## config.mk

```make
export PLATFORM = sky130hd
export DESIGN_NAME = cgra_boot_sequencer
export DESIGN_NICKNAME = d
export VERILOG_FILES = /design/src/rtl/cgra_boot_sequencer.sv
export SDC_FILE = /design/constraint.sdc
export NUM_CORES = 1
export LEC_CHECK = 0
export ABC_CLOCK_PERIOD_IN_PS = 2100
export BUFFER_PORTS_ARGS = -buffer_cell sky130_fd_sc_hd__clkbuf_2
export CAP_MARGIN = 20
export CORE_ASPECT_RATIO = 0.9
export CORE_MARGIN = 5
export CORE_UTILIZATION = 28
export DETAILED_ROUTE_END_ITERATION = 16
export GPL_TIMING_DRIVEN = 0
export PLACE_DENSITY = 0.45
export SYNTH_ARGS = -nofsm -noshare
export SYNTH_HDL_FRONTEND = slang
export SYNTH_SLANG_ARGS = --single-unit
```

## constraint.sdc

```tcl
create_clock -name clk_i -period 2.1 [get_ports clk_i]
set_input_delay 0.105 -clock clk_i [delete_from_list [all_inputs] [get_ports clk_i]]
set_output_delay 0.105 -clock clk_i [all_outputs]
set_load 0.005 [all_outputs]
```

## src/rtl/cgra_boot_sequencer.sv

```systemverilog
`default_nettype none
// ============================================================================
// Module      : cgra_boot_sequencer
// Description : Moore FSM that sequences the power-up of a CGRA subsystem:
//               configuration chain reset, bitstream load, drain, CGRA
//               datapath reset and finally release of the RISC-V core.
//               Also handles run-time reconfiguration (core stays out of
//               reset) and a configuration-load timeout with an ERROR state.
// Revision    : 1.0 - initial release
// ----------------------------------------------------------------------------
// Parameters
//   RESET_CYCLES  cycles each reset phase is held (1..255)
//   DRAIN_CYCLES  idle cycles between configurator disable and CGRA reset
//   CFG_TIMEOUT   max CFG_RUN cycles before ERROR (0 = no timeout)
//   AUTO_START    1 = IDLE behaves as if start_i were held high
// Ports
//   clk_i, rst_ni            clock, synchronous active-low reset
//   start_i                  boot request (IDLE only)
//   reconfig_req_i           reconfiguration request (RUN only)
//   clear_i                  leave ERROR (ERROR only)
//   configurator_done_i      bitstream load finished (CFG_RUN only)
//   config_clock_en_o        configuration clock enable
//   config_reset_o           configuration chain reset (active-high)
//   configurator_reset_o     configurator reset (active-high)
//   configurator_enable_o    configurator run enable
//   cgra_clock_en_o          CGRA datapath clock enable
//   cgra_reset_o             CGRA datapath reset (active-high)
//   core_rst_no              RISC-V core reset (active-low)
//   riscv_enable_o           RISC-V core run enable
//   busy_o, done_o, error_o  status flags
//   state_o                  encoded FSM state
// ============================================================================
module cgra_boot_sequencer #(
    parameter int unsigned RESET_CYCLES = 2,
    parameter int unsigned DRAIN_CYCLES = 1,
    parameter int unsigned CFG_TIMEOUT  = 1000,
    parameter int unsigned AUTO_START   = 0
) (
    input  logic       clk_i,
    input  logic       rst_ni,
    input  logic       start_i,
    input  logic       reconfig_req_i,
    input  logic       clear_i,
    input  logic       configurator_done_i,
    output logic       config_clock_en_o,
    output logic       config_reset_o,
    output logic       configurator_reset_o,
    output logic       configurator_enable_o,
    output logic       cgra_clock_en_o,
    output logic       cgra_reset_o,
    output logic       core_rst_no,
    output logic       riscv_enable_o,
    output logic       busy_o,
    output logic       done_o,
    output logic       error_o,
    output logic [2:0] state_o
);

    localparam logic [7:0]  RESET_LEN   = 8'(RESET_CYCLES);
    localparam logic [7:0]  DRAIN_LEN   = 8'(DRAIN_CYCLES);
    localparam logic [15:0] TIMEOUT_LEN = 16'(CFG_TIMEOUT);
    localparam logic        AUTO        = (AUTO_START != 0);

    typedef enum logic [2:0] {
        S_IDLE      = 3'd0,
        S_CFG_RST   = 3'd1,
        S_CFG_RUN   = 3'd2,
        S_CFG_DRAIN = 3'd3,
        S_CGRA_RST  = 3'd4,
        S_RUN       = 3'd5,
        S_ERROR     = 3'd6
    } state_t;

    state_t      state;
    state_t      state_next;
    logic [7:0]  phase_cnt;
    logic [7:0]  phase_cnt_next;
    logic [15:0] timeout_cnt;
    logic [15:0] timeout_cnt_next;
    logic        reconfig;
    logic        reconfig_next;

    // ------------------------------------------------------------------------
    // State and counter registers
    // ------------------------------------------------------------------------
    always_ff @(posedge clk_i) begin
        if (!rst_ni) begin
            state       <= S_IDLE;
            phase_cnt   <= 8'd0;
            timeout_cnt <= 16'd0;
            reconfig    <= 1'b0;
        end else begin
            state       <= state_next;
            phase_cnt   <= phase_cnt_next;
            timeout_cnt <= timeout_cnt_next;
            reconfig    <= reconfig_next;
        end
    end

    // ------------------------------------------------------------------------
    // Next-state logic. phase_cnt holds the remaining cycles of the current
    // timed phase; a phase ends on the cycle where it reads 1 (a value of 0
    // is treated the same way so an out-of-range parameter cannot stall).
    // ------------------------------------------------------------------------
    always_comb begin
        state_next       = state;
        phase_cnt_next   = phase_cnt;
        timeout_cnt_next = timeout_cnt;
        reconfig_next    = reconfig;

        case (state)
            S_IDLE: begin
                reconfig_next = 1'b0;
                if (start_i || AUTO) begin
                    state_next     = S_CFG_RST;
                    phase_cnt_next = RESET_LEN;
                end
            end

            S_CFG_RST: begin
                if (phase_cnt <= 8'd1) begin
                    state_next       = S_CFG_RUN;
                    phase_cnt_next   = 8'd0;
                    timeout_cnt_next = 16'd0;
                end else begin
                    phase_cnt_next = phase_cnt - 8'd1;
                end
            end

            S_CFG_RUN: begin
                // timeout_cnt counts completed CFG_RUN cycles; the check uses
                // the incremented value so ERROR follows exactly CFG_TIMEOUT
                // cycles. A done in that same cycle takes priority.
                timeout_cnt_next = timeout_cnt + 16'd1;
                if (configurator_done_i) begin
                    state_next     = S_CFG_DRAIN;
                    phase_cnt_next = DRAIN_LEN;
                end else if ((TIMEOUT_LEN != 16'd0) &&
                             (timeout_cnt_next == TIMEOUT_LEN)) begin
                    state_next    = S_ERROR;
                    reconfig_next = 1'b0;
                end
            end

            S_CFG_DRAIN: begin
                if (phase_cnt <= 8'd1) begin
                    state_next     = S_CGRA_RST;
                    phase_cnt_next = RESET_LEN;
                end else begin
                    phase_cnt_next = phase_cnt - 8'd1;
                end
            end

            S_CGRA_RST: begin
                if (phase_cnt <= 8'd1) begin
                    state_next     = S_RUN;
                    phase_cnt_next = 8'd0;
                    reconfig_next  = 1'b0;
                end else begin
                    phase_cnt_next = phase_cnt - 8'd1;
                end
            end

            S_RUN: begin
                if (reconfig_req_i) begin
                    state_next     = S_CFG_RST;
                    phase_cnt_next = RESET_LEN;
                    reconfig_next  = 1'b1;
                end
            end

            S_ERROR: begin
                if (clear_i) begin
                    state_next = S_IDLE;
                end
            end

            default: begin
                state_next    = S_IDLE;
                reconfig_next = 1'b0;
            end
        endcase
    end

    // ------------------------------------------------------------------------
    // Moore output decode (state register and reconfig flag only).
    // During a reconfiguration the core is kept out of reset but disabled;
    // the CGRA stays in reset until its own reset phase has elapsed.
    // ------------------------------------------------------------------------
    always_comb begin
        config_clock_en_o     = 1'b0;
        config_reset_o        = 1'b0;
        configurator_reset_o  = 1'b0;
        configurator_enable_o = 1'b0;
        cgra_clock_en_o       = 1'b0;
        cgra_reset_o          = 1'b1;
        core_rst_no           = 1'b0;
        riscv_enable_o        = 1'b0;
        busy_o                = 1'b0;
        done_o                = 1'b0;
        error_o               = 1'b0;

        case (state)
            S_IDLE: begin
                config_reset_o       = 1'b1;
                configurator_reset_o = 1'b1;
            end

            S_CFG_RST: begin
                config_clock_en_o    = 1'b1;
                config_reset_o       = 1'b1;
                configurator_reset_o = 1'b1;
                core_rst_no          = reconfig;
                busy_o               = 1'b1;
            end

            S_CFG_RUN: begin
                config_clock_en_o     = 1'b1;
                configurator_enable_o = 1'b1;
                core_rst_no           = reconfig;
                busy_o                = 1'b1;
            end

            S_CFG_DRAIN: begin
                core_rst_no = reconfig;
                busy_o      = 1'b1;
            end

            S_CGRA_RST: begin
                cgra_clock_en_o = 1'b1;
                core_rst_no     = reconfig;
                busy_o          = 1'b1;
            end

            S_RUN: begin
                cgra_clock_en_o = 1'b1;
                cgra_reset_o    = 1'b0;
                core_rst_no     = 1'b1;
                riscv_enable_o  = 1'b1;
                done_o          = 1'b1;
            end

            S_ERROR: begin
                config_reset_o       = 1'b1;
                configurator_reset_o = 1'b1;
                error_o              = 1'b1;
            end

            default: begin
                config_reset_o       = 1'b1;
                configurator_reset_o = 1'b1;
            end
        endcase
    end

    assign state_o = state;

endmodule
`default_nettype wire

```

Word-level counts from Yosys, hierarchy flattened
Cells that the tools add are included.
- latch bits: 0
- output and inout port bits: 14
- word-level logic and storage cells: 69
- memory bits (read-only): 0
- flip-flop bits (word level): 28
- input bits: 6
- memories kept: 0
- memory bits (writable): 0
- divide/modulo/power cells: 0
- $add $sub $neg: 2
- multiplexer cells: 31
- $lt $le $gt $ge: 1
- equality and inequality tests: 17
- bitwise logic cells: 1
- shift-type cells: 0
- multipliers: 0
- reductions and logical operators: 13
- operator list (cell ; number):
    $mux 8 ; 5
    $pmux 8 s5 ; 1
    $pmux 16 s2 ; 1
    $mux 3 ; 8
    $pmux 3 s7 ; 1
    $ne 2x2->1 const B ; 9
    $add 16x1->16 const B ; 1
    $eq 16x10->1 const B ; 1
    $mux 16 ; 1
    $mux 1 ; 12
    $eq 3x3->1 const B ; 3
    $le 8x1->1 const B ; 1
    $reduce_or 4->1 ; 2
    $sub 8x1->8 const B ; 1
    $reduce_and 7->1 ; 1
    $eq 3x2->1 const B ; 2
    $reduce_or 2->1 ; 3
    $reduce_and 5->1 ; 1
    $reduce_bool 5->1 ; 1
    $pmux 1 s4 ; 1
    $reduce_and 4->1 ; 1
    $eq 3x1->1 const B ; 1
    $logic_not 3->1 ; 1
    $ne 3x3->1 const B ; 1
    5 further kinds ; 5

Longest topological paths before layout
Gate-level depths: netlist (run 1).
- word-level depth: 5
- gate-level depth with buffers: 8
- depth with buffers taken out: 8

Worst setup path after synthesis (run 1)
OpenSTA, ideal clock, no wires.
- kind: register to register
- start point: register timeout_cnt[1]
- end point: register state[2] (netlist: state_o[2])
- setup slack: 0.140 ns
- period minus slack after synthesis: 1.960 ns
- data arrival time: 1.844 ns
- setup time: 0.116 ns
- data required time: 1.984 ns
- path buffers: 0
- cell stages (with the launch flop): 8
- path through: dfxtp_1 ha_1 nand3_1 nor3_1 and4_1 xnor2_1 and3_1 a31o_1
- word-level cells in the longest chain between the ends: 4
- ends and longest elaborated chain (what ; RTL line ; source):
    from (decl) ; 78 ; logic [15:0] timeout_cnt;
    from (signal assigned) ; 95 ; timeout_cnt <= timeout_cnt_next;
    $add 16x1->16 ; 134 ; timeout_cnt_next = timeout_cnt + 16'd1;
    $eq 16x10->1 ; 139 ; (timeout_cnt_next == TIMEOUT_LEN)) begin
    $ne 3x3->1 (no line) ; -- ;
    $reduce_and 7->1 (no line) ; -- ;
    to (signal assigned) ; 93 ; state <= state_next;
    to (decl) ; 74 ; state_t state;
Every way passes these cells.
A chain may end at the register's enable or synchronous reset.

Final worst setup path (run 1)
- start point: register timeout_cnt[0]
- end point: register timeout_cnt[13]
- word-level cells in the longest chain between the ends: 2
- ends and longest elaborated chain (what ; RTL line ; source):
    $add 16x1->16 ; 134 ;
    $pmux 16 s2 ; 111 ; case (state)
Every way passes these cells.

==> metrics.md, run 1 <==
| Metric | Value |
|---|---|
| P_int | 1.36 mW |
| Post-DP HPWL | ~3900 um |
| Iter 0 DRT Violations | 114 |
| Logic gate share of total power | about three fifths |
| Count of input and output buffers | 18 |
| Final hold violations | 0 |
| Nets | 298 |
| Routability cong. | approximately 0.8 |
| # Max-Cap Violations | 0 |
| Ant. Diodes | 0 |
| Fin Clk Skew | 2.48 ps |
| CTS H-tree depth | 1 |
| Post-synth cell types | 52 |
| Clk_lat worst skew | 280 ps |
| Final worst path period share | a little over nine tenths |
| Row cnt | 28 |
| Sw Share | 45.2% |
| Sequential share of power | 28.9% |
| Flop-to-flop setup slack | 100 ps |
| Die extent in x | 97.8 um |
| Post-DRT Antenna Nets | 0 |
| Total GRT Usage | 12.7% |
| Synthesis-to-layout area growth | 18.1% |
| Final Max Slew Viols | 0 |
| Initial core utilization | between 20% and 30% |
| Status | completed |
| Area of the multi-input gates | 1320 um^2 |
| Post-synthesis sequential area ratio | 28.9% |
| Largest net degree at the start of global routing | 15 |
| Die H | 89.0 um |
| Mapped Cells | 261 |
| Post-place setup slack | -310 ps |
| First-pass GRT wire length | 9180 um |
| Congestion Overflow GR | 0 |
| Core Footprint | 6660 um^2 |
| Crit start category | flop |
| Via density | roughly 5.2 |
| Syn_nets | 271 |
| Crit path time final | between 1500 and 2000 ps |
| I/O pins | 20 |
| Top_reg_cell synth | dfxtp_1 |
| Final setup vio count | 0 |
| Fin util | 34.5% |
| Root Driver | clkbuf_8 |
| Pwr Density | 1090 nW/um^2 |
| Post-synth ARST share | 0% |
| Cell Area, Synth | 1940 um^2 |
| Clock network power share | 12.3% |
| Residual DRC | 0 |
| Setup total negative slack | 0 ps |
| Synth top area cells | dfxtp_1, o21ai_0, nor2_1 |
| Total power draw | roughly 2.5 mW |
| Initial antenna violation count | 0 |
| Total number of vias | just under 2000 |
| Arrival time of the worst setup path | 2190 ps |
| CP Data Required Time | 2290 ps |
| Seq. cell area | 562 um^2 |
| Leak | 0.820 nW |
| CTS clock-pin slew for the worst setup and hold paths | 100 ps |
| Worst setup EP type | flop |
| Synth area leader | dfxtp_1 |
| TritonCTS Buffers | 3 |
| Vias in the first global route | about 1800 |
| Yosys warns | 0 |
| Worst slew pin tran | 532 ps |
| CTS tree | yes |
| DRT Pass-1 Iters | 4 |
| Clock Path Buffers | 2 |
| Fraction of layout cells with a size suffix above 1 | 19.6% |
| Switching power | ~1.1 mW |
| Avg WL per Cell | 14.4 um |
| Proportion of netlist area held by the largest area contributor | 28.9% |
| Syn_area_per_cell | 7.44 um^2 |
| Max Freq | 500 MHz |
| CP max FO | 8 |
| EDFF count, synth | 0 |
| Min-delay worst type | in -> reg |
| Die area | 8700 um^2 |
| Setup WS post-layout | 101 ps |
| Total Wirelength | 5430 um |
| Clock sink count | 28 |
| CTS Hold Buffers Added | 0 |
| Relative slew slack | 64.5% |
| Max VDD drop | between 0.0003 and 0.0004 V |
| Crit Path Class | reg -> reg |
| Seq cells post-synth | 28 |
| Fillcell total | 747 |
synth_stat cells (2+ instances only):
library cell  count
a211oi_1          7
a21oi_1          19
a22oi_1           3
a311oi_1          3
a31oi_1           9
a32oi_1           2
and3_1            4
buf_2             5
buf_4             2
clkbuf_1         10
dfxtp_1          28
ha_1              4
inv_1             9
nand2_1          25
nand2b_1          4
nand3_1           6
nand3b_1          3
nand4_1           4
nand4b_1          4
nor2_1           30
nor2b_1           3
nor3_1           12
nor3b_1           3
nor4_1            4
o21a_1            2
o21ai_0          24
or3_1             2
xnor2_1           6
routing by layer:
| metal | vias to the layer above | part of all wire, % | GRT usage [%] |
|---|---|---|---|
| met2 | 21 | 47 | 21.3 |
| met3 | 2 | 2.1 | 2.18 |
| li1 | 1014 | - | - |
| met1 | 930 | 51 | 17.5 |
| met5 | - | 0 | 0 |
| met4 | 0 | 0.42 | 1.89 |
power by group through the flow:
stage	Clock [mW]	Sequential, mW	Combinational [mW]
2_1_floorplan	0	0.707	0.974
3_3_place_gp	0	0.730	1.30
3_5_place_dp	0	0.728	1.29
4_1_cts	0.320	0.716	1.41
5_1_grt	0.333	0.738	1.63
6_report	0.306	0.721	1.46
flip-flops by register name, indices dropped and copies added, names as in the netlist:
name         flops
phase_cnt        8
reconfig         1
state_o          3
timeout_cnt     16
final timing paths:
| kind | startpoint | end | cells after the start |
|---|---|---|---|
| max reg2reg | timeout_cnt[0] | timeout_cnt[13] | 6 |
| min reg2reg | phase_cnt[6] | phase_cnt[6] | 1 |
| min | configurator_done_i | phase_cnt[0] | 3 |
| max | timeout_cnt[0] | timeout_cnt[13] | 6 |
cells in the final DEF (no fill, tap or decap), types with 3 or more instances in the layout:
| cell | count |
|---|---|
| nor2_1 | 30 |
| dfxtp_1 | 27 |
| nand2_1 | 25 |
| o21ai_0 | 22 |
| a21oi_1 | 19 |
| clkbuf_2 | 19 |
| nor3_1 | 10 |
| buf_4 | 9 |
| a31oi_1 | 9 |
| inv_1 | 8 |
| clkbuf_1 | 7 |
| a211oi_1 | 7 |
| xnor2_1 | 6 |
| buf_2 | 4 |
| and3_1 | 4 |
| nand4_1 | 4 |
| nand4b_1 | 4 |
| nor3b_1 | 3 |
| nand2b_1 | 3 |
| nand3_2 | 3 |
| a22oi_1 | 3 |
| nand3b_1 | 3 |
| nand3_1 | 3 |
| a311oi_1 | 3 |
| nor4_1 | 3 |
| clkbuf_8 | 3 |
critical path, stage by stage, from the launching register on:
cell	delay, ps
dfxtp_1	410
buf_2	220
nand4_1	230
or3_1	510
nor2_1	170
a31oi_1	100
a311oi_1	260
area by class of cell:
| type | instances | area share [%] |
|---|---|---|
| tap | 90 | 4.91 |
| sequential | 28 | 24.5 |
| clock buffer | 3 | 1.80 |
| buffer | 17 | 3.71 |
| inverter | 9 | 1.47 |
| multi-input combinational | 205 | 57.7 |
| timing repair buffer | 24 | 5.89 |
through the flow:
step           std cells  hold slack [ps]  cell area, um^2
2_1_floorplan        261              260             1940
3_3_place_gp         369              436             2140
3_5_place_dp         369              441             2140
4_1_cts              376              148             2240
5_1_grt              376              184             2290
6_report             376              148             2290
cell families after synthesis:
logic type               Yosys count  synth area share (%)
buffers and inverters             28                  6.31
multiplexers                       1                 0.515
flip-flops                        28                  28.9
AND/OR/NAND/NOR                  110                  29.4
AO/OA/AOI/OAI                     83                  29.2
adder cells (fa/ha/maj)            4                  2.58
XOR/XNOR                           7                  3.16
repair_timing:
| action | in CTS | in global routing |
|---|---|---|
| pin swaps | 3 | 2 |
| setup endpoints to repair | 11 | 17 |
| gates resized for setup | 9 | 10 |
| buffers inserted | 4 | 2 |
Power figures use the tool's default switching activity.
==> inputs of run 2 (changes only) <==
- SETUP_SLACK_MARGIN: not set -> 0.4
==> run 2 against run 1 <==
  * Worst setup slack improved by 160 ps
  * Maximum frequency increased by 8.6%
  * Total power rose by 20%
  * Register-to-register slack improved by 160 ps
  * Via count increased by 7.4%
  * Cell area is 17% higher
  * Clock skew is 1.7 ps higher
  * Critical path depth up 1
  * Die area unchanged
==> metrics.md, run 2 (same netlist as run 1, synthesis figures left out) <==
| Metric | Value |
|---|---|
| Worst slew pin tran | 534 ps (+2.01 ps) |
| Fraction of layout cells with a size suffix above 1 | 36.4% (+17 points) |
| Most frequent cells in the layout | buf_4, nor2_1, nand2_1 |
| Root Driver | clkbuf_8 |
| Crit path time final | 1840 ps (-159 ps) |
| Ant. Diodes | 0 (unchanged) |
| CTS clock-pin slew for the worst setup and hold paths | 110 ps (about the same) |
| Clock sink count | 28 (unchanged) |
| Final hold violations | 0 (unchanged) |
| Reg2reg end | state_o[2] |
| Clock Path Buffers | 2 (unchanged) |
| Wire length on met3 | 236 um (+100%) |
| Hold Path Origin | configurator_done_i |
| First-pass GRT wire length | 9500 um (+3.5%) |
| Arrival time of the worst setup path | 2020 ps (-170 ps) |
| Initial core utilization | 29.2% (unchanged) |
| CP Data Required Time | 2290 ps (about the same) |
| Most flop-heavy register | timeout_cnt |
| I/O pins | 20 (unchanged) |
| Core Footprint | 6660 um^2 (unchanged) |
| Total Wirelength | 5830 um (+7.4%) |
| WHS Endpoint | phase_cnt[0] |
| Via density | 5.31 (+1.5%) |
| Total GRT Usage | 13.2% (+0.54 points) |
| Count of input and output buffers | 18 (unchanged) |
| CP max FO | 5 (-3) |
| Post-DP HPWL | 3910 um (about the same) |
| Die area | 8700 um^2 (unchanged) |
| Worst hold stages | 3 (unchanged) |
| Avg WL per Cell | 14.6 um (+1.5%) |
| Final worst path period share | 87.6% (-7.6 points) |
| Die H | 89.0 um (unchanged) |
| Iter 0 DRT Violations | 61 (-46%) |
| Top sig layer | met4 |
| Nets | 319 (+7.0%) |
| Congestion Overflow GR | 0 (unchanged) |
| Reg2reg start | phase_cnt[5] |
| Status | completed |
| Row cnt | 28 (unchanged) |
| Worst setup EP type | flop |
| Largest net degree at the start of global routing | 17 (+2) |
| Max Freq | 544 MHz (+8.6%) |
| Fin Clk Skew | 4.16 ps (+1.69 ps) |
| Vias in the first global route | 1944 (+6.9%) |
| Max VDD drop | 0.000384 V (+17%) |
| Pwr Density | 1110 nW/um^2 (+2.7%) |
| Residual DRC | 0 (unchanged) |
| Final Max Slew Viols | 0 (unchanged) |
| Crit start category | flop |
| Flop-to-flop setup slack | 260 ps (+160 ps) |
| Sequential share of power | 24.7% (-4.2 points) |
| Flip-flop count of the largest register after layout | 16 (unchanged) |
| TritonCTS Buffers | 3 (unchanged) |
| Logic gate share of total power | 60.5% (+1.7 points) |
| R2r worst-path depth | 7 (+1) |
| Clk_lat worst skew | 280 ps (about the same) |
| # Max-Cap Violations | 0 (unchanged) |
| Total number of vias | 2113 (+7.4%) |
| Hold_ws | 160 ps (+11.7 ps) |
| DRT Pass-1 Iters | 4 (unchanged) |
| Relative slew slack | 64.4% (-0.13 points) |
| Synthesis-to-layout area growth | 38.6% |
| CTS H-tree depth | 1 (unchanged) |
| Final setup vio count | 0 (unchanged) |
| Commonest non-fill, non-tap cell in the layout | buf_4 |
| Unrepaired setup endpoints after global routing | yes |
| Leak | 1.02 nW (+24%) |
| Die extent in x | 97.8 um (unchanged) |
| Min-delay worst type | in -> reg |
| Clock network power share | 14.7% (+2.4 points) |
| Met2 wire len | 2840 um (+12%) |
| P_int | 1.72 mW (+26%) |
| Fin util | 40.4% (+6.0 points) |
| Sw Share | 42.7% (-2.5 points) |
| DRT met1 WL | 2730 um (-0.69%) |
| Post-DRT Antenna Nets | 0 (unchanged) |
| Initial antenna violation count | 0 (unchanged) |
| Switching power | 1.28 mW (+14%) |
| CTS tree | yes |
| Setup total negative slack | 0 ps (unchanged) |
| Fillcell total | 721 (-3.5%) |
| Crit Path Class | reg -> reg |
| Routability cong. | 0.822 (+0.15%) |
run 2: changes by cell type in the layout (fill, tap and decap cells not counted), moves of 4 or more:
cell	change
buf_4	+18
buf_6	+5
clkbuf_1	-5
clkbuf_2	+4
dfxtp_1	-14
dfxtp_2	+8
dfxtp_4	+6
nor2_1	-4
run 2: timing repair:
action | in CTS | in global routing
pin swaps | 12 | 15
gates resized for setup | 36 | 51
buffers inserted | 10 | 15
gates cloned | 0 | 0
endpoints found under the setup margin | 34 | 31
hold buffers | 0 | 0
run 2: per-stage QoR:
| step | power [mW] | worst slack [ps] | area (um^2) | cells |
|---|---|---|---|---|
| 2_1_floorplan | 1.74 | 377 | 2000 | 261 |
| 3_3_place_gp | 2.09 | -68.1 | 2200 | 369 |
| 3_5_place_dp | 2.08 | -35.1 | 2200 | 369 |
| 4_1_cts | 2.78 | 229 | 2450 | 383 |
| 5_1_grt | 3.23 | 169 | 2690 | 398 |
| 6_report | 3.00 | 260 | 2690 | 398 |
run 2: worst max path at each step:
stage / start / end
6_report: phase_cnt[5] / state_o[2]
5_1_grt: phase_cnt[5] / state_o[2]
4_1_cts: phase_cnt[2] / state_o[2]
3_5_place_dp: state_o[0] / phase_cnt[0]
3_3_place_gp: phase_cnt[5] / timeout_cnt[9]
2_1_floorplan: phase_cnt[5] / state_o[2]
run 2: final cells by class:
class	instances	area [um^2]	area share [%]
buffer	19	146	5.44
clock buffer	3	41.3	1.53
clock inverter	1	30.0	1.12
inverter	9	41.3	1.53
multi-input combinational	205	1450	53.9
sequential	28	594	22.1
tap	90	113	4.18
timing repair buffer	43	275	10.2
run 2: power by group through the flow:
stage	clock, mW	combinational, mW	sequential [mW]
after floorplan	0	1.02	0.714
after global placement	0	1.36	0.732
after detailed placement	0	1.35	0.736
after CTS	0.470	1.58	0.729
after global routing	0.479	1.99	0.756
final	0.442	1.82	0.742
run 2: worst max-delay path, stage by stage, from the launching register on:
cell and delay, ps:
dfxtp_2 350, nor4_4 350, buf_4 200, a32oi_4 130, a2111oi_4 310, a21o_1 170
a21oi_1 50, a31o_1 180
run 2: metal layers:
metal  up-vias  track usage, %
met5         -               0
met4         0            1.89
met3         2            2.65
met2        31            23.8
met1      1022            16.9
li1       1058               -
